`config.mk`:
```
export PLATFORM = sky130hd
export DESIGN_NAME = fetch_unit
export DESIGN_NICKNAME = d
export VERILOG_FILES = /design/src/rtl/fetch_pkg.sv /design/src/rtl/fetch_fifo.sv /design/src/rtl/fetch_unit.sv
export SDC_FILE = /design/constraint.sdc
export NUM_CORES = 1
export LEC_CHECK = 0
export CORE_UTILIZATION = 51
export DETAILED_ROUTE_END_ITERATION = 12
export PLACE_DENSITY = 0.8
export SLEW_MARGIN = 20
export SYNTH_ARGS = -nofsm -noshare
export SYNTH_HDL_FRONTEND = slang
export SYNTH_SLANG_ARGS = --single-unit
```
`constraint.sdc`:
```
create_clock -name clk -period 5.3 [get_ports clk]
set_input_delay 1.06 -clock clk [delete_from_list [all_inputs] [get_ports clk]]
set_output_delay 1.06 -clock clk [all_outputs]
set_load 0.01 [all_outputs]
```
`src/rtl/fetch_pkg.sv`:
```
// rtl/fetch_pkg.sv - shared types and constants for the instruction fetch stage
package fetch_pkg;

  localparam int FETCH_XLEN = 32;
  localparam int FETCH_ILEN = 32;
  localparam logic [31:0] PC_STEP = 32'd4;

  typedef enum logic [2:0] {
    S_IDLE,
    S_REQ,
    S_WAIT,
    S_DROP,
    S_HALT
  } fetch_state_t;

  typedef struct packed {
    logic [FETCH_XLEN-1:0] pc;
    logic [FETCH_ILEN-1:0] instr;
  } fetch_entry_t;

endpackage

```
`src/rtl/fetch_fifo.sv`:
```
// rtl/fetch_fifo.sv - power-of-two instruction buffer with push/pop/flush and occupancy count
module fetch_fifo #(
  parameter int DEPTH = 2,
  parameter int WIDTH = 64
) (
  input  logic                   clk,
  input  logic                   rst,
  input  logic                   flush,
  input  logic                   push,
  input  logic [WIDTH-1:0]       push_data,
  input  logic                   pop,
  output logic [WIDTH-1:0]       head_data,
  output logic [$clog2(DEPTH):0] count
);

  localparam int AW = $clog2(DEPTH);

  logic [WIDTH-1:0] mem [DEPTH];
  logic [AW-1:0]    wr_ptr;
  logic [AW-1:0]    rd_ptr;
  logic             empty;
  logic             full;
  logic             do_push;
  logic             do_pop;

  assign empty     = (count == '0);
  assign full      = (count == (AW+1)'(DEPTH));
  assign do_pop    = pop && !empty;
  assign do_push   = push && (!full || do_pop);
  assign head_data = mem[rd_ptr];

  always_ff @(posedge clk or posedge rst) begin
    if (rst) begin
      wr_ptr <= '0;
      rd_ptr <= '0;
      count  <= '0;
    end else if (flush) begin
      wr_ptr <= '0;
      rd_ptr <= '0;
      count  <= '0;
    end else begin
      if (do_push) wr_ptr <= wr_ptr + AW'(1);
      if (do_pop)  rd_ptr <= rd_ptr + AW'(1);
      count <= count + (AW+1)'(do_push) - (AW+1)'(do_pop);
    end
  end

  // Storage has no reset; entries are only observed once count says they are live.
  always_ff @(posedge clk) begin
    if (do_push && !flush) mem[wr_ptr] <= push_data;
  end

`ifndef SYNTHESIS
  a_no_overflow: assert property (@(posedge clk) disable iff (rst) !(push && full && !do_pop));
`endif

endmodule

```
`src/rtl/fetch_unit.sv`:
```
// rtl/fetch_unit.sv - PC owner, imem request FSM and decode-facing instruction buffer (option: FETCH_MISALIGN_CHECK_EN)
module fetch_unit
  import fetch_pkg::*;
#(
  parameter int              XLEN         = FETCH_XLEN,
  parameter int              ILEN         = FETCH_ILEN,
  parameter int              IBUF_DEPTH   = 2,
  parameter logic [XLEN-1:0] RESET_VECTOR = '0
) (
  input  logic            clk,
  input  logic            rst,
  output logic            imem_req_valid,
  input  logic            imem_req_ready,
  output logic [XLEN-1:0] imem_req_addr,
  input  logic            imem_rsp_valid,
  input  logic [ILEN-1:0] imem_rsp_data,
  input  logic            redirect_valid,
  input  logic [XLEN-1:0] redirect_target,
  output logic            instr_valid,
  input  logic            instr_ready,
  output logic [ILEN-1:0] instr,
  output logic [XLEN-1:0] instr_pc,
  output logic            fetch_fault
);

  localparam int CW = $clog2(IBUF_DEPTH) + 1;

  fetch_state_t         state;
  logic [XLEN-1:0]      pc;
  logic [XLEN-1:0]      pend_pc;
  logic [XLEN-1:0]      target;
  logic [CW-1:0]        fifo_count;
  logic [XLEN+ILEN-1:0] head;
  logic                 outstanding;
  logic                 can_issue;
  logic                 req_fire;
  logic                 push;
  logic                 pop;
  logic                 misaligned;

  assign target = {redirect_target[XLEN-1:2], 2'b00};

`ifdef FETCH_MISALIGN_CHECK_EN
  logic fault_q;
  assign misaligned  = |redirect_target[1:0];
  assign fetch_fault = fault_q;
`else
  logic unused_target_lsb;
  assign unused_target_lsb = ^redirect_target[1:0];
  assign misaligned        = 1'b0;
  assign fetch_fault       = 1'b0;
`endif

  // Issue only when a FIFO slot is guaranteed for the response; redirect cancels combinationally.
  assign outstanding    = (state == S_WAIT) || (state == S_DROP);
  assign can_issue      = (int'(fifo_count) + int'(outstanding)) < IBUF_DEPTH;
  assign imem_req_valid = (state == S_REQ) && can_issue && !redirect_valid;
  assign imem_req_addr  = pc;
  assign req_fire       = imem_req_valid && imem_req_ready;

  assign push        = (state == S_WAIT) && imem_rsp_valid && !redirect_valid;
  assign instr_valid = (fifo_count != '0);
  assign pop         = instr_valid && instr_ready;
  assign instr_pc    = head[XLEN+ILEN-1:ILEN];
  assign instr       = head[ILEN-1:0];

  fetch_fifo #(
    .DEPTH (IBUF_DEPTH),
    .WIDTH (XLEN + ILEN)
  ) u_fifo (
    .clk       (clk),
    .rst       (rst),
    .flush     (redirect_valid),
    .push      (push),
    .push_data ({pend_pc, imem_rsp_data}),
    .pop       (pop),
    .head_data (head),
    .count     (fifo_count)
  );

  always_ff @(posedge clk or posedge rst) begin
    if (rst) begin
      state   <= S_IDLE;
      pc      <= RESET_VECTOR;
      pend_pc <= '0;
`ifdef FETCH_MISALIGN_CHECK_EN
      fault_q <= 1'b0;
`endif
    end else if (state == S_HALT) begin
      state <= S_HALT;
    end else if (redirect_valid) begin
      pc <= target;
      if (misaligned) begin
        state <= S_HALT;
`ifdef FETCH_MISALIGN_CHECK_EN
        fault_q <= 1'b1;
`endif
      end else if (outstanding && !imem_rsp_valid) begin
        state <= S_DROP;
      end else begin
        // A response landing in the redirect cycle is stale and simply discarded.
        state <= S_REQ;
      end
    end else begin
      case (state)
        S_IDLE: state <= S_REQ;
        S_REQ: begin
          if (req_fire) begin
            pc      <= pc + XLEN'(PC_STEP);
            pend_pc <= pc;
            state   <= S_WAIT;
          end
        end
        S_WAIT, S_DROP: begin
          if (imem_rsp_valid) state <= S_REQ;
        end
        default: state <= S_IDLE;
      endcase
    end
  end

endmodule

```
==> summary.md, run 1 <==
| Metric | Value |
|---|---|
| Post-synthesis adder-cell area fraction | 0.00469 |
| Hold path depth | 0 |
| Max frequency | 260 MHz |
| Ant. Diodes | 0 |
| Cell leakage power | 3.83 nW |
| Final Hold Fails | 0 |
| R2r endpoint | imem_req_addr[21] |
| Top cell type's share of synthesized area | 0.466 |
| CTS Root Cell | clkbuf_16 |
| CTS HTree Levels | 4 |
| Crit path kind | reg2out |
| CTS tree | done |
| Post-synth EDFFs | 124 |
| Post-CTS sizing | 0 |
| Die Wd | 127 um |
| Tcrit/Tclk final | 0.725 |
| CP required | 4240 ps |
| Antenna violations before repair | 0 |
| First-pass GRT wire length | 28800 um |
| Unique masters post-synth | 56 |
| Relative slew slack | 0.277 |
| Pwr per Cell Area | 382 nW/um^2 |
| Nets | 836 |
| Worst Tran Pin Value | 1080 ps |
| Sequential cell area | 5400 um^2 |
| Sequential fraction of the synthesis area | 0.675 |
| FF-to-FF setup slack | 2400 ps |
| Compound-Gate Fraction of Synth Area | 0.0707 |
| Yosys reg bits | 191 |
| Gr ovfl total | 0 |
| Hold endpoint | u_fifo.mem[0][50] |
| Core Area | 15300 um^2 |
| Vias in the first global route | 5551 |
| Final Critical Period | 3840 ps |
| Postcts setup bufs | 0 |
| Reg2Reg Depth | 4 |
| Die area | 16200 um^2 |
| Synthesized cell area | 8000 um^2 |
| Initial drt markers | 391 |
| Final setup fails | 0 |
| Worst vdd ir | 0.222 mV |
| Hold wc startpoint | pend_pc[18] |
| R2R Path Start | state[1] |
| Synth area leader | edfxtp_1 |
| Worst min path class | reg2reg |
| Most used DFF post-synth | edfxtp_1 |
| Rows | 45 |
| CTS max path bufs | 2 |
| Worst setup path start | u_fifo.rd_ptr |
| Post-Place Setup Slack | 1400 ps |
| Setup Skew | 6.31 ps |
| Chip Height | 127 um |
| Worst setup SP type | flop |
| Number of fill cells | 1100 |
| Routed Antenna Nets | 0 |
| Multi-input logic area | 2390 um^2 |
| DPL Wire Length | 12400 um |
| Clock-pin slew on the worst setup and hold paths | 70 ps |
| Largest family of logic cells by synthesized area | simple AND/OR/NAND/NOR gates |
| Post-Synth XOR/XNOR Area | 0.00329 |
| Status | finished, final reports clean |
| Avg WL per Cell | 18.4 um |
| Port Buf Inserts | 161 |
| Pre-antenna DRT Iters | 7 |
| Total number of vias | 5514 |
| Ys Warns | 0 |
| Io pins | 169 |
| Ranking of synthesized cells by area | edfxtp_1 47%, dfrtp_1 21%, mux2_2 8.7% |
| Initial Utilization | 0.524 |
| Hold Buf Count CTS | 0 |
| DRC | 0 |
| Final slew viol count | 0 |
| Gr usage total | 0.235 |
| Share of layout cells above drive strength 1 | 0.147 |
| Min setup slack post-route | 1460 ps |
| Multiplexer share of the synthesized area | 0.0911 |
| Worst-Skew Late Latency | 420 ps |
| Avg Inst Size Synth | 13.1 um^2 |
| Crit end category | primary output |
| Num Clock Sinks | 191 |
| Simple-Gate Fraction of Synth Area | 0.125 |
| Largest net degree at the start of global routing | 42 |
| RSZ-0062 raised after global routing | no |
| CP max FO | 38 |
| Max-cap violations | 0 |
| Setup TNS | 0 ps |
| DRT Wirelength | 18100 um |
| Async S/R FF share, synth | 0.351 |
| Gpl congestion | 0.826 |
| Via/cell ratio | 5.59 |
| Area grow syn2layout | 29.6% |
| Post-Synthesis Cells | 610 |
| CTS buffer count | 17 |
| Critical path arrival | 2780 ps |
[routing by layer]
metal,track usage,share of wire
met1,0.296,0.41
met2,0.399,0.50
met3,0.0586,0.071
met4,0.0784,0.015
met5,0,0
[cell families (layout without fill, tap and decap cells)]
kind of cell    Yosys count  in the layout
compound gates           90             90
mux                      65             65
flops                   191            191
fa+ha+maj                 3              3
xor+xnor                  3              3
simple gates            209            209
other cells               1              5
buf+inv                  48            210
[worst max-delay path: stages, from the launching register on]
cell             delay [ps]
dfrtp_2                 990
buf_4                   470
mux2_2                  390
clkdlybuf4s50_1         490
[cell usage after synthesis (5+ instances only)]
| master | count |
|---|---|
| nor2_1 | 17 |
| o21ai_0 | 28 |
| nand4_1 | 9 |
| dfrtp_1 | 67 |
| inv_1 | 8 |
| o211ai_1 | 6 |
| and3_1 | 6 |
| clkbuf_1 | 21 |
| mux2_2 | 62 |
| nor3_1 | 8 |
| a21oi_1 | 24 |
| nand3_1 | 20 |
| buf_2 | 8 |
| and2_1 | 7 |
| nand2_1 | 107 |
| edfxtp_1 | 124 |
| a31oi_1 | 5 |
| buf_4 | 7 |
| or3_1 | 6 |
| nor4_1 | 8 |
[stage by stage]
step	utilization	instances	hold WS [ps]	instance area [um^2]	power (W)
CTS	0.679	987	472	10400	0.00398
finish	0.679	987	474	10400	0.00396
detailed placement	0.640	955	455	9760	0.00271
floorplan	-	614	442	8010	0.00230
global route	0.679	987	490	10400	0.00414
global placement	0.640	955	451	9760	0.00268
[state kept, by name, indices dropped and copies added, names as in the netlist]
signal	cells
imem_req_addr	30
pend_pc	30
state	3
u_fifo.count	2
u_fifo.mem	124
u_fifo.rd_ptr	1
u_fifo.wr_ptr	1
[cell usage in the layout (no fill, tap or decap), types with 7 or more instances in the layout]
| cell | instances |
|---|---|
| nor2_1 | 15 |
| nor3_1 | 8 |
| buf_4 | 9 |
| nor4_1 | 8 |
| mux2_2 | 62 |
| o21ai_0 | 28 |
| edfxtp_1 | 124 |
| nand4_1 | 9 |
| nand3_1 | 20 |
| a21oi_1 | 24 |
| dfrtp_1 | 66 |
| inv_1 | 7 |
| clkdlybuf4s50_1 | 160 |
| clkbuf_16 | 18 |
| nand2_1 | 107 |
[power by group]
part / internal [W] / switching [W] / total (W) / leakage [nW]
Clock: 0.000741 / 0.000539 / 0.00128 / 0.288
Sequential: 0.00173 / 0.000177 / 0.00191 / 1.93
Combinational: 0.000441 / 0.000330 / 0.000772 / 1.61
Total: 0.00292 / 0.00105 / 0.00396 / 3.83
[cell type report]
cell class,count,area share
multi-input combinational,375,0.231
timing repair buffer,170,0.162
clock inverter,11,0.0123
clock buffer,21,0.0455
inverter,8,0.00290
sequential,191,0.521
tap,211,0.0255
[how the worst max path moves through the flow]
stage	to	slack (ps)	depth (start not counted)
final	instr[28]	1460	3
after global routing	instr[4]	1300	3
after CTS	instr[28]	1410	3
after detailed placement	imem_req_addr[21]	1400	5
after global placement	imem_req_addr[21]	1420	5
after floorplan	u_fifo.mem[0][0]	700	4
Power figures use the tool's default switching activity.
==> run 2: changes to the inputs <==
==> constraint.sdc (replaced) <==
create_clock -name clk -period 3.55 [get_ports clk]
set_input_delay 0.71 -clock clk [delete_from_list [all_inputs] [get_ports clk]]
set_output_delay 0.71 -clock clk [all_outputs]
set_load 0.01 [all_outputs]
==> run 2 against run 1 <==
  * Clock power is 35% higher
  * Sequential share of layout area hardly changed
  * First-iteration DRC count rose by 18%
  * Register-to-register slack worse by 930 ps
  * Setup slack worse by 710 ps
  * Die area is the same
  * Flip-flop and latch count unchanged
  * Clock-buffer cell count rose by 1
  * Cell count rose by 0.30%
  * Worst hold slack worse by 5.4 ps
  * Combinational power increased by 58%
  * Utilization hardly changed
==> summary.md, run 2 (synthesis results as in run 1) <==
| Metric | Value |
|---|---|
| Setup Skew | 5.85 ps |
| Status | finished, final reports clean |
| DPL Wire Length | 11600 um |
| Critical path's largest stage delay | 480 ps |
| Critical path arrival | 2090 ps |
| Clk pwr share | 0.301 |
| Port Buf Inserts | 161 |
| Worst setup SP type | flop |
| Worst setup path start | u_fifo.rd_ptr |
| Antenna violations before repair | 0 |
| Worst setup endpoint | instr_pc[23] |
| Postcts setup bufs | 0 |
| CTS max path bufs | 2 |
| CTS Root Cell | clkbuf_16 |
| Total number of vias | 5502 |
| Final Hold Fails | 0 |
| Crit-path slowest cell | clkdlybuf4s50_1 |
| Worst-Skew Late Latency | 420 ps |
| Initial drt markers | 462 |
| Reg power frac | 0.487 |
| Largest register FFs | 124 |
| Ant. Diodes | 0 |
| Pwr per Cell Area | 556 nW/um^2 |
| Most common cell after layout, fill and taps aside | clkdlybuf4s50_1 |
| Rows | 45 |
| Crit path max-delay family | buffers and inverters |
| Sw power | 0.00155 W |
| Worst hold slack | 468 ps |
| Largest register by flop count | u_fifo.mem |
| Crit end category | primary output |
| Hold path depth | 0 |
| Worst Tran Pin Value | 788 ps |
| Gpl congestion | 0.870 |
| Int Pwr | 0.00421 W |
| Hold Buf Count CTS | 0 |
| Relative slew slack | 0.473 |
| Avg WL per Cell | 17.7 um |
| Num Clock Sinks | 191 |
| Buffer and inverter count on the worst path | 2 |
| CTS buffer count | 17 |
| Via/cell ratio | 5.56 |
| Final Critical Period | 2800 ps |
| Pre-antenna DRT Iters | 5 |
| Most frequent cells in the layout | 160 x clkdlybuf4s50_1, 124 x edfxtp_1, 107 x nand2_1 |
| Io pins | 169 |
| CTS HTree Levels | 4 |
| DRC | 0 |
| Chip Height | 127 um |
| Initial Utilization | 0.524 |
| CP required | 2840 ps |
| Final setup fails | 0 |
| Worst vdd ir | 0.321 mV |
| Vias in the first global route | 5368 |
| DRT Wirelength | 17600 um |
| Die Wd | 127 um |
| Crit path kind | reg2out |
| Nets | 839 |
| Reg2Reg Depth | 6 |
| Overall power | 0.00576 W |
| Crit path cell chain | buf_4, mux2_2, clkdlybuf4s50_1 |
| Clock-pin slew on the worst setup and hold paths | 60 ps |
| Cell leakage power | 3.83 nW |
| Share of layout cells above drive strength 1 | 0.150 |
| Net Sw Frac | 0.269 |
| Worst min path class | reg2reg |
| RSZ-0062 raised after global routing | no |
| Comb power frac | 0.211 |
| CTS tree | done |
| Area grow syn2layout | 29.5% |
| Tcrit/Tclk final | 0.788 |
| Setup TNS | 0 ps |
| FF-to-FF setup slack | 1470 ps |
| Max-cap violations | 0 |
| CP max FO | 26 |
| Final slew viol count | 0 |
| Post-CTS sizing | 0 |
| Die area | 16200 um^2 |
| R2r endpoint | imem_req_addr[18] |
| Levels on crit path | 3 |
| Largest net degree at the start of global routing | 60 |
| Core Area | 15300 um^2 |
| First-pass GRT wire length | 27600 um |
| R2R Path Start | state[2] |
| Gr ovfl total | 0 |
| Gr usage total | 0.225 |
| Max frequency | 357 MHz |
| Routed Antenna Nets | 0 |
-- run 2: changes by cell type in the layout (fill, tap and decap cells not counted), sizes merged --
cell,previous run,this run
buf,10,13
bufinv,2,0
clkbuf,21,22
clkinv,3,5
inv,12,11
-- run 2: layout make-up --
class / instances / area [um^2]
sequential: 191 / 5400
fill: 1104 / 4900
multi-input combinational: 375 / 2390
timing repair buffer: 173 / 1720
clock buffer: 22 / 464
tap: 211 / 264
clock inverter: 10 / 80.1
inverter: 8 / 30.0
-- run 2: worst min-delay path by stage --
stage,start,end
after CTS,pend_pc[30],u_fifo.mem[1][62]
after global routing,pend_pc[30],u_fifo.mem[1][62]
after global placement,pend_pc[20],u_fifo.mem[1][52]
after detailed placement,pend_pc[30],u_fifo.mem[1][62]
after floorplan,pend_pc[2],u_fifo.mem[0][34]
final,pend_pc[30],u_fifo.mem[1][62]
-- run 2: metrics by stage --
stage,worst slack (ps),instances,util,instance area (um^2)
2_1_floorplan,322,614,-,8010
3_5_place_dp,830,958,0.643,9810
4_1_cts,713,990,0.679,10400
5_1_grt,651,990,0.679,10400
6_report,752,990,0.679,10400
3_3_place_gp,874,958,0.643,9810
-- run 2: per-layer routing --
layer	vias up	wire [um]	track usage
met2	252	8610	0.374
li1	2547	-	-
met3	25	1290	0.0578
met1	2678	7340	0.288
met5	-	0	0
met4	0	330	0.0819
-- run 2: power groups by stage --
| stage | clock (W) | combinational [W] | sequential [W] |
|---|---|---|---|
| detailed placement | 0 | 0.00122 | 0.00284 |
| CTS | 0.00177 | 0.00123 | 0.00280 |
| global placement | 0 | 0.00119 | 0.00283 |
| finish | 0.00173 | 0.00122 | 0.00280 |
| floorplan | 0 | 0.000640 | 0.00279 |
| global route | 0.00186 | 0.00132 | 0.00283 |
==> run 3: changes to the inputs <==
==> constraint.sdc (replaced) <==
create_clock -name clk -period 2.9 [get_ports clk]
set_input_delay 0.58 -clock clk [delete_from_list [all_inputs] [get_ports clk]]
set_output_delay 0.58 -clock clk [all_outputs]
set_load 0.01 [all_outputs]
==> run 3 against run 2 <==
  * Routed wire length up 5.9%
  * Clock skew up 1.8 ps
  * Via count up 2.7%
  * Worst hold slack better by 3.0 ps
  * Cell count up 0.61%
  * Critical path depth unchanged
  * Flip-flop and latch count unchanged
  * Setup slack worse by 440 ps
  * Non-clock buffer count up 5
  * First-iteration DRC count up 14%
  * Sequential share of layout area down 0.50 points
  * Sequential power up 23%
==> summary.md, run 3 (synthesis results as in run 1) <==
| Metric | Value |
|---|---|
| Gr ovfl total | 0 |
| Number of fill cells | 1098 |
| Antenna violations before repair | 1 |
| Initial drt markers | 528 |
| Worst hold slack | 471 ps |
| Critical path's largest stage delay | 490 ps |
| CTS buffer count | 17 |
| Setup Skew | 7.62 ps |
| Worst min path class | reg2reg |
| Worst vdd ir | 0.414 mV |
| Crit path kind | reg2out |
| Min setup slack post-route | 310 ps |
| Core Area | 15300 um^2 |
| CTS HTree Levels | 4 |
| Crit end category | primary output |
| Vias in the first global route | 5751 |
| Most common cell after layout, fill and taps aside | clkdlybuf4s50_1 |
| Post-CTS sizing | 0 |
| RSZ-0062 raised after global routing | no |
| Hold Buf Count CTS | 0 |
| Final Critical Period | 2590 ps |
| Share of layout cells above drive strength 1 | 0.157 |
| Initial Utilization | 0.524 |
| Worst setup path start | u_fifo.rd_ptr |
| Pwr per Cell Area | 698 nW/um^2 |
| Hold wc startpoint | pend_pc[11] |
| Setup TNS | 0 ps |
| Chip Height | 127 um |
| Port Buf Inserts | 161 |
| CTS max path bufs | 2 |
| FF-to-FF setup slack | 730 ps |
| Postcts setup bufs | 0 |
| Gr usage total | 0.238 |
| Worst Tran Pin Value | 614 ps |
| Clock-pin slew on the worst setup and hold paths | 70 ps |
| Tcrit/Tclk final | 0.893 |
| DRT Wirelength | 18600 um |
| Max-cap violations | 0 |
| Relative slew slack | 0.591 |
| Cell leakage power | 3.88 nW |
| Worst setup SP type | flop |
| Gpl congestion | 0.891 |
| Post-Place Setup Slack | 407 ps |
| Area grow syn2layout | 30.8% |
| Final setup fails | 0 |
| Rows | 45 |
| Worst-Skew Late Latency | 430 ps |
| Io pins | 169 |
| Most frequent cells in the layout | 160 x clkdlybuf4s50_1, 124 x edfxtp_1, 107 x nand2_1 |
| Num Clock Sinks | 191 |
| Die Wd | 127 um |
| Final Hold Fails | 0 |
| Nets | 844 |
| Die area | 16200 um^2 |
| Avg WL per Cell | 18.7 um |
| Max frequency | 386 MHz |
| Critical path arrival | 2010 ps |
| Via/cell ratio | 5.67 |
| Final slew viol count | 0 |
| CP required | 2320 ps |
| R2R Path Start | imem_req_addr[2] |
| Total number of vias | 5649 |
| Crit-path slowest cell | clkdlybuf4s50_1 |
| Largest register by flop count | u_fifo.mem |
| Overall power | 0.00729 W |
| First-pass GRT wire length | 29300 um |
| Status | finished, final reports clean |
| Largest register FFs | 124 |
| CTS tree | done |
| Routed Antenna Nets | 0 |
| Pre-antenna DRT Iters | 5 |
| DRC | 0 |
| CTS Root Cell | clkbuf_16 |
| DPL Wire Length | 12300 um |
| Crit path cell chain | buf_4, mux2_2, clkdlybuf4s50_1 |
| CP max FO | 26 |
| Largest net degree at the start of global routing | 60 |
==> run 3: cell type report <==
cell class | instances | area (um^2) | area share
sequential | 191 | 5400 | 0.517
tap | 211 | 264 | 0.0253
timing repair buffer | 178 | 1760 | 0.168
clock inverter | 12 | 146 | 0.0140
multi-input combinational | 375 | 2390 | 0.229
clock buffer | 20 | 458 | 0.0438
inverter | 8 | 30.0 | 0.00287
antenna | 1 | 2.50 | 0.000239
==> run 3: critical path, delay by kind of cell, from the launching register on <==
family	cells	cell delay (ps)
buffers and inverters	2	820
flip-flops	1	370
multiplexers	1	380
==> run 3: per-layer routing <==
metal,vias up,part of all wire,global-route usage,wire (um)
li1,2574,-,-,-
met1,2752,0.40,0.296,7370
met2,288,0.50,0.392,9330
met3,35,0.082,0.0616,1520
met4,0,0.021,0.115,383
met5,-,0,0,0
==> run 3: power breakdown <==
group | switching [W] | internal (W)
clock | 0.00102 | 0.00134
sequential | 0.000267 | 0.00317
combinational | 0.000670 | 0.000824
total | 0.00195 | 0.00534
==> run 3: worst paths after layout <==
| path | to | depth (start not counted) |
|---|---|---|
| worst max-delay path | instr[0] | 3 |
| min in group asynchronous | pend_pc[29] | 2 |
| worst max register to register | imem_req_addr[30] | 6 |
| max in group asynchronous | u_fifo.rd_ptr | 3 |
| worst min-delay path | u_fifo.mem[1][43] | 0 |
| worst min register to register | u_fifo.mem[1][43] | 0 |
==> run 3: per-stage QoR <==
stage	cell area, um^2	util	cells
2_1_floorplan	8020	-	614
3_3_place_gp	9850	0.645	963
3_5_place_dp	9850	0.645	963
4_1_cts	10500	0.685	995
5_1_grt	10500	0.685	995
6_report	10500	0.685	996
